**src/rtl/axi_burst_reader.sv**
```systemverilog
// AXI4 read master: splits a level-held read command into aligned fixed-length
// INCR bursts and forwards the returned beats unchanged onto an AXI-Stream port.
module axi_burst_reader #(
    parameter int DATA_WIDTH      = 64,
    parameter int ADDR_WIDTH      = 32,
    parameter int BURST_LEN       = 16,
    parameter int MAX_OUTSTANDING = 4
) (
    input  logic                  clk,
    input  logic                  rst,
    input  logic                  start,
    input  logic [ADDR_WIDTH-1:0] addr,
    input  logic [24:0]           nburst,
    output logic                  done,
    output logic                  err,
    output logic [ADDR_WIDTH-1:0] m_axi_araddr,
    output logic [7:0]            m_axi_arlen,
    output logic [2:0]            m_axi_arsize,
    output logic [1:0]            m_axi_arburst,
    output logic                  m_axi_arvalid,
    input  logic                  m_axi_arready,
    input  logic [DATA_WIDTH-1:0] m_axi_rdata,
    input  logic [1:0]            m_axi_rresp,
    input  logic                  m_axi_rlast,
    input  logic                  m_axi_rvalid,
    output logic                  m_axi_rready,
    output logic [DATA_WIDTH-1:0] m_axis_tdata,
    output logic                  m_axis_tvalid,
    input  logic                  m_axis_tready
);

    localparam int BURST_BYTES = BURST_LEN * DATA_WIDTH / 8;
    localparam int OFF_W       = $clog2(BURST_BYTES);
    localparam int BEAT_W      = $clog2(BURST_LEN);
    localparam int OUT_W       = $clog2(MAX_OUTSTANDING + 1);

    localparam logic [BEAT_W-1:0]     BEAT_LAST = BEAT_W'(BURST_LEN - 1);
    localparam logic [BEAT_W-1:0]     BEAT_ONE  = BEAT_W'(1);
    localparam logic [OUT_W-1:0]      MAX_OUT   = OUT_W'(MAX_OUTSTANDING);
    localparam logic [OUT_W-1:0]      OUT_ONE   = OUT_W'(1);
    localparam logic [ADDR_WIDTH-1:0] ADDR_STEP = ADDR_WIDTH'(BURST_BYTES);
    localparam logic [24:0]           REM_ONE   = 25'd1;

    localparam logic [1:0] IDLE_ST = 2'd0;
    localparam logic [1:0] READ_ST = 2'd1;
    localparam logic [1:0] END_ST  = 2'd2;

    logic [1:0]            state_q, state_d;
    logic [ADDR_WIDTH-1:0] araddr_q, araddr_d;
    logic                  arvalid_q, arvalid_d;
    logic [24:0]           ar_rem_q, ar_rem_d;
    logic [24:0]           r_rem_q, r_rem_d;
    logic [OUT_W-1:0]      out_q, out_d;
    logic [BEAT_W-1:0]     beat_q, beat_d;
    logic                  done_q, done_d;
    logic                  err_q, err_d;

    logic in_read;
    logic ar_hs;
    logic r_xfer;
    logic last_beat;
    logic burst_done;
    logic unused_addr_low;

    assign unused_addr_low = ^addr[OFF_W-1:0];

    assign in_read    = (state_q == READ_ST);
    assign ar_hs      = arvalid_q && m_axi_arready;
    assign r_xfer     = in_read && m_axi_rvalid && m_axis_tready;
    assign last_beat  = (beat_q == BEAT_LAST);
    assign burst_done = r_xfer && last_beat;

    always_comb begin
        state_d   = state_q;
        araddr_d  = araddr_q;
        arvalid_d = arvalid_q;
        ar_rem_d  = ar_rem_q;
        r_rem_d   = r_rem_q;
        out_d     = out_q;
        beat_d    = beat_q;
        done_d    = done_q;
        err_d     = err_q;

        case (state_q)
            IDLE_ST: begin
                done_d    = 1'b0;
                arvalid_d = 1'b0;
                if (start) begin
                    araddr_d = {addr[ADDR_WIDTH-1:OFF_W], {OFF_W{1'b0}}};
                    ar_rem_d = nburst;
                    r_rem_d  = nburst;
                    out_d    = '0;
                    beat_d   = '0;
                    err_d    = 1'b0;
                    state_d  = (nburst == '0) ? END_ST : READ_ST;
                end
            end

            READ_ST: begin
                if (ar_hs) begin
                    araddr_d = araddr_q + ADDR_STEP;
                    ar_rem_d = ar_rem_q - REM_ONE;
                end
                if (r_xfer) begin
                    beat_d = last_beat ? '0 : beat_q + BEAT_ONE;
                    if ((m_axi_rlast != last_beat) || (m_axi_rresp != 2'b00)) begin
                        err_d = 1'b1;
                    end
                end
                if (burst_done) begin
                    r_rem_d = r_rem_q - REM_ONE;
                end
                case ({ar_hs, burst_done})
                    2'b10:   out_d = out_q + OUT_ONE;
                    2'b01:   out_d = out_q - OUT_ONE;
                    default: out_d = out_q;
                endcase
                // A pending request is not yet in out_q, so the limit is
                // checked only when a new request would be raised.
                if (!arvalid_q || ar_hs) begin
                    arvalid_d = (ar_rem_d != '0) && (out_d < MAX_OUT);
                end
                if ((r_rem_q == '0) && (ar_rem_q == '0)) begin
                    arvalid_d = 1'b0;
                    state_d   = END_ST;
                end
            end

            END_ST: begin
                arvalid_d = 1'b0;
                if (!start) begin
                    done_d  = 1'b0;
                    state_d = IDLE_ST;
                end else begin
                    done_d = 1'b1;
                end
            end

            default: begin
                arvalid_d = 1'b0;
                done_d    = 1'b0;
                state_d   = IDLE_ST;
            end
        endcase
    end

    always_ff @(posedge clk) begin
        if (rst) begin
            state_q   <= IDLE_ST;
            araddr_q  <= '0;
            arvalid_q <= 1'b0;
            ar_rem_q  <= '0;
            r_rem_q   <= '0;
            out_q     <= '0;
            beat_q    <= '0;
            done_q    <= 1'b0;
            err_q     <= 1'b0;
        end else begin
            state_q   <= state_d;
            araddr_q  <= araddr_d;
            arvalid_q <= arvalid_d;
            ar_rem_q  <= ar_rem_d;
            r_rem_q   <= r_rem_d;
            out_q     <= out_d;
            beat_q    <= beat_d;
            done_q    <= done_d;
            err_q     <= err_d;
        end
    end

    assign m_axi_araddr  = araddr_q;
    assign m_axi_arlen   = 8'(BURST_LEN - 1);
    assign m_axi_arsize  = 3'($clog2(DATA_WIDTH / 8));
    assign m_axi_arburst = 2'b01;
    assign m_axi_arvalid = arvalid_q;
    assign m_axi_rready  = in_read && m_axis_tready;
    assign m_axis_tdata  = m_axi_rdata;
    assign m_axis_tvalid = in_read && m_axi_rvalid;
    assign done          = done_q;
    assign err           = err_q;

endmodule

```
**config.mk**
```make
export PLATFORM = sky130hd
export DESIGN_NAME = axi_burst_reader
export DESIGN_NICKNAME = d
export VERILOG_FILES = /design/src/rtl/axi_burst_reader.sv
export SDC_FILE = /design/constraint.sdc
export NUM_CORES = 1
export LEC_CHECK = 0
export ABC_AREA = 1
export CORE_UTILIZATION = 49
export DETAILED_ROUTE_END_ITERATION = 8
export PLACE_DENSITY = 0.85
export SLEW_MARGIN = 10
export SYNTH_ARGS = -nofsm -noshare
export SYNTH_HDL_FRONTEND = slang
export SYNTH_SLANG_ARGS = --single-unit
export TNS_END_PERCENT = 10
```
**constraint.sdc**
```tcl
create_clock -name clk -period 3.5 [get_ports clk]
set_input_delay 0.7 -clock clk [delete_from_list [all_inputs] [get_ports clk]]
set_output_delay 0.7 -clock clk [all_outputs]
set_load 0.02 [all_outputs]
```
==> results.cfg <==
[power]
leakage_nw = 2.94
finalPower_mw = 3.68
power.ir.vdd_worst_v = 0.000284
power.density_nw_per_um2 = 514

[cts]
cts-buffers-inserted = 9
tritoncts = yes
cts_max_level = 3
postCtsSetupBuffers = 0
postCtsHoldBufs = 0
insertion_delay_ps = 350
cts_num_sinks = 87
path_clk_slew_ps = 60
cts-root-buf = clkbuf_16
cts_max_path_buffers = 2
cts.repair.resized = 0

[sta]
finalSetupViolCount = 0
hold_violations = 0
layout_setup_ws_ps = 737
period_minus_slack_ps = 2760
slew_headroom_pct = 37.0
max_clock_skew_ps = 8.50
maxSlewViolCount = 0
worstMarginPinSlew_ps = 945
period_share_pct = 78.9
rsz0062_at_grt = false
timing.setup.tns_ps = 0
clock.fmax_mhz = 362
whs_ps = 475

[placement]
routabilityCongestion = 0.892
dp_hpwl_um = 11800
place_worst_setup_slack_ps = 548
port-buffer-count = 88
placed_area_um2 = 6880

[yosys]
synthesis.instances = 1026
synth.avg_cell_area_um2 = 6.28
postSynthRegisterBits = 87
seq_area_frac_synth_pct = 27.0
ys.flop_type = dfxtp_1
synth_edf_count = 0
synth-async-reset-ratio_pct = 0
synth.yosys.warnings = 0
yosys.cell_types.count = 45
mappedNetlistArea_um2 = 6450

[die]
starting_density_of_the_core_pct = 50.7
die_area_um2 = 13600
core-area_um2 = 12700
pin_count = 244
die_h_um = 117
die_x_um = 117
floorplan.rows = 41

[detailed_routing]
routed_wire_length_per_instance_um = 14.2
detail_route.wirelength_um = 17100
post_detailed_route_drc_marker_count = 0
detailedRoute.firstPassIterationCount = 5
vias = 6612
post_drt_via_cell_ratio = 5.48
dr.first_iter.drc_count = 539
ant_nets = 0

[worst_setup_path]
end_kind = primary output
path_class = in -> out
cp-start-kind = input port
path_max_fanout = 4
required_ps = 2800
worstPathArrival_ps = 2060

[global_route]
first_global_vias = 5801
global_route_wire_length_before_repair_um = 27500
antenna_violations_before_repair = 0
grt_start_max_net_pins = 94
grt_use_total_pct = 25.8
grt_overflow = 0

[cells_and_area]
post_route_cells_drive_above_1_share_pct = 4.84
mostFrequentLayoutCells = nand2_1, nor2_1, a21oi_1
final_cell_area_um2 = 7160
diodes = 0
area_overhead_of_the_layout_relative_to_synthesis_pct = 11.1
final.fill_count = 1244
layout_commonest_cell = nand2_1
nNetsFinal = 1167

[status]
run_status = complete, no violations

[min_path]
worst_hold_path_type = reg -> reg

[run]
count_of_maximum_capacitance_violations = 0
-- final timing paths --
check | start | end | slack [ps] | cells past startpoint
hold / removal | err$_SDFFE_PP0P_ | err$_SDFFE_PP0P_ | 480 | 2
setup reg to reg | state_q[0]$_SDFFE_PP0P_ | m_axi_araddr[19]$_SDFFE_PP0P_ | 1240 | 9
setup / recovery | m_axis_tready | m_axi_rready | 740 | 4
hold reg to reg | err$_SDFFE_PP0P_ | err$_SDFFE_PP0P_ | 480 | 2
-- flip-flops by register name (all words and copies together) (netlist names) --
signal / cells
err: 1
m_axi_araddr: 25
out_q: 3
ar_rem_q: 25
beat_q: 4
r_rem_q: 25
done: 1
m_axi_arvalid: 1
state_q: 2
-- routing by layer --
metal  up-vias  wire, um  global-route usage [%]
li1       3283         -                       -
met1      3010      7430                    34.0
met2       277      7730                    40.7
met3        42      1480                    5.81
met4         0       435                    10.8
met5         -         0                       0
-- cells in the mapped netlist, types with 3 or more instances --
cell,instances,area (um2)
nand2_1,233,875
nor2_1,131,492
a21oi_1,91,455
inv_1,88,330
dfxtp_1,87,1740
buf_4,84,631
o21ai_0,66,330
nand3_1,51,255
a22oi_1,23,173
clkbuf_1,23,86.3
nand4_1,21,131
xor2_1,16,140
nor3_1,12,60.1
buf_2,8,40.0
ha_1,7,87.6
nor4_1,7,43.8
o21ai_1,7,35.0
buf_1,6,22.5
a31oi_1,5,31.3
nor2_4,5,56.3
a211oi_1,4,30.0
inv_2,4,15.0
nor2_2,4,25.0
o22ai_1,4,25.0
or2_2,4,25.0
xnor2_1,4,35.0
a221oi_2,3,45.0
nand3b_1,3,22.5
o211ai_1,3,22.5
o31ai_1,3,22.5
-- critical path, cell delays in order --
cell	delay, ps
clkdlybuf4s50_1	520
inv_1	50
nor2_1	140
clkdlybuf4s50_1	640
-- area by class of cell --
type | count | area (um2) | area share (%)
Tap cell | 172 | 215 | 3.00
Clock buffer | 13 | 260 | 3.63
Clock inverter | 3 | 26.3 | 0.367
Multi-Input combinational cell | 741 | 3630 | 50.6
Sequential cell | 87 | 1740 | 24.3
Inverter | 94 | 355 | 4.96
Timing Repair Buffer | 96 | 936 | 13.1
-- per-stage QoR --
step | std cells | utilization (%)
floorplan | 1044 | -
finish | 1206 | 56.3
CTS | 1206 | 56.3
global route | 1206 | 56.3
detailed placement | 1190 | 54.0
global placement | 1190 | 54.0
-- report_power, final --
part           switching, mW  internal [mW]  leakage, nW  total (mW)
Sequential             0.153           1.14        0.715        1.29
Combinational          0.934          0.503         2.08        1.44
Clock                  0.425          0.526        0.140       0.952
Total                   1.51           2.17         2.94        3.68
-- kinds of logic after synthesis --
kind of cell | share of synthesized area, %
compound gates | 19.1
xor+xnor | 2.72
fa+ha+maj | 1.67
buf+inv | 17.8
flops | 27.0
other cells | 0.116
simple gates | 31.6
Note: power is estimated with default switching activity, not from simulation.
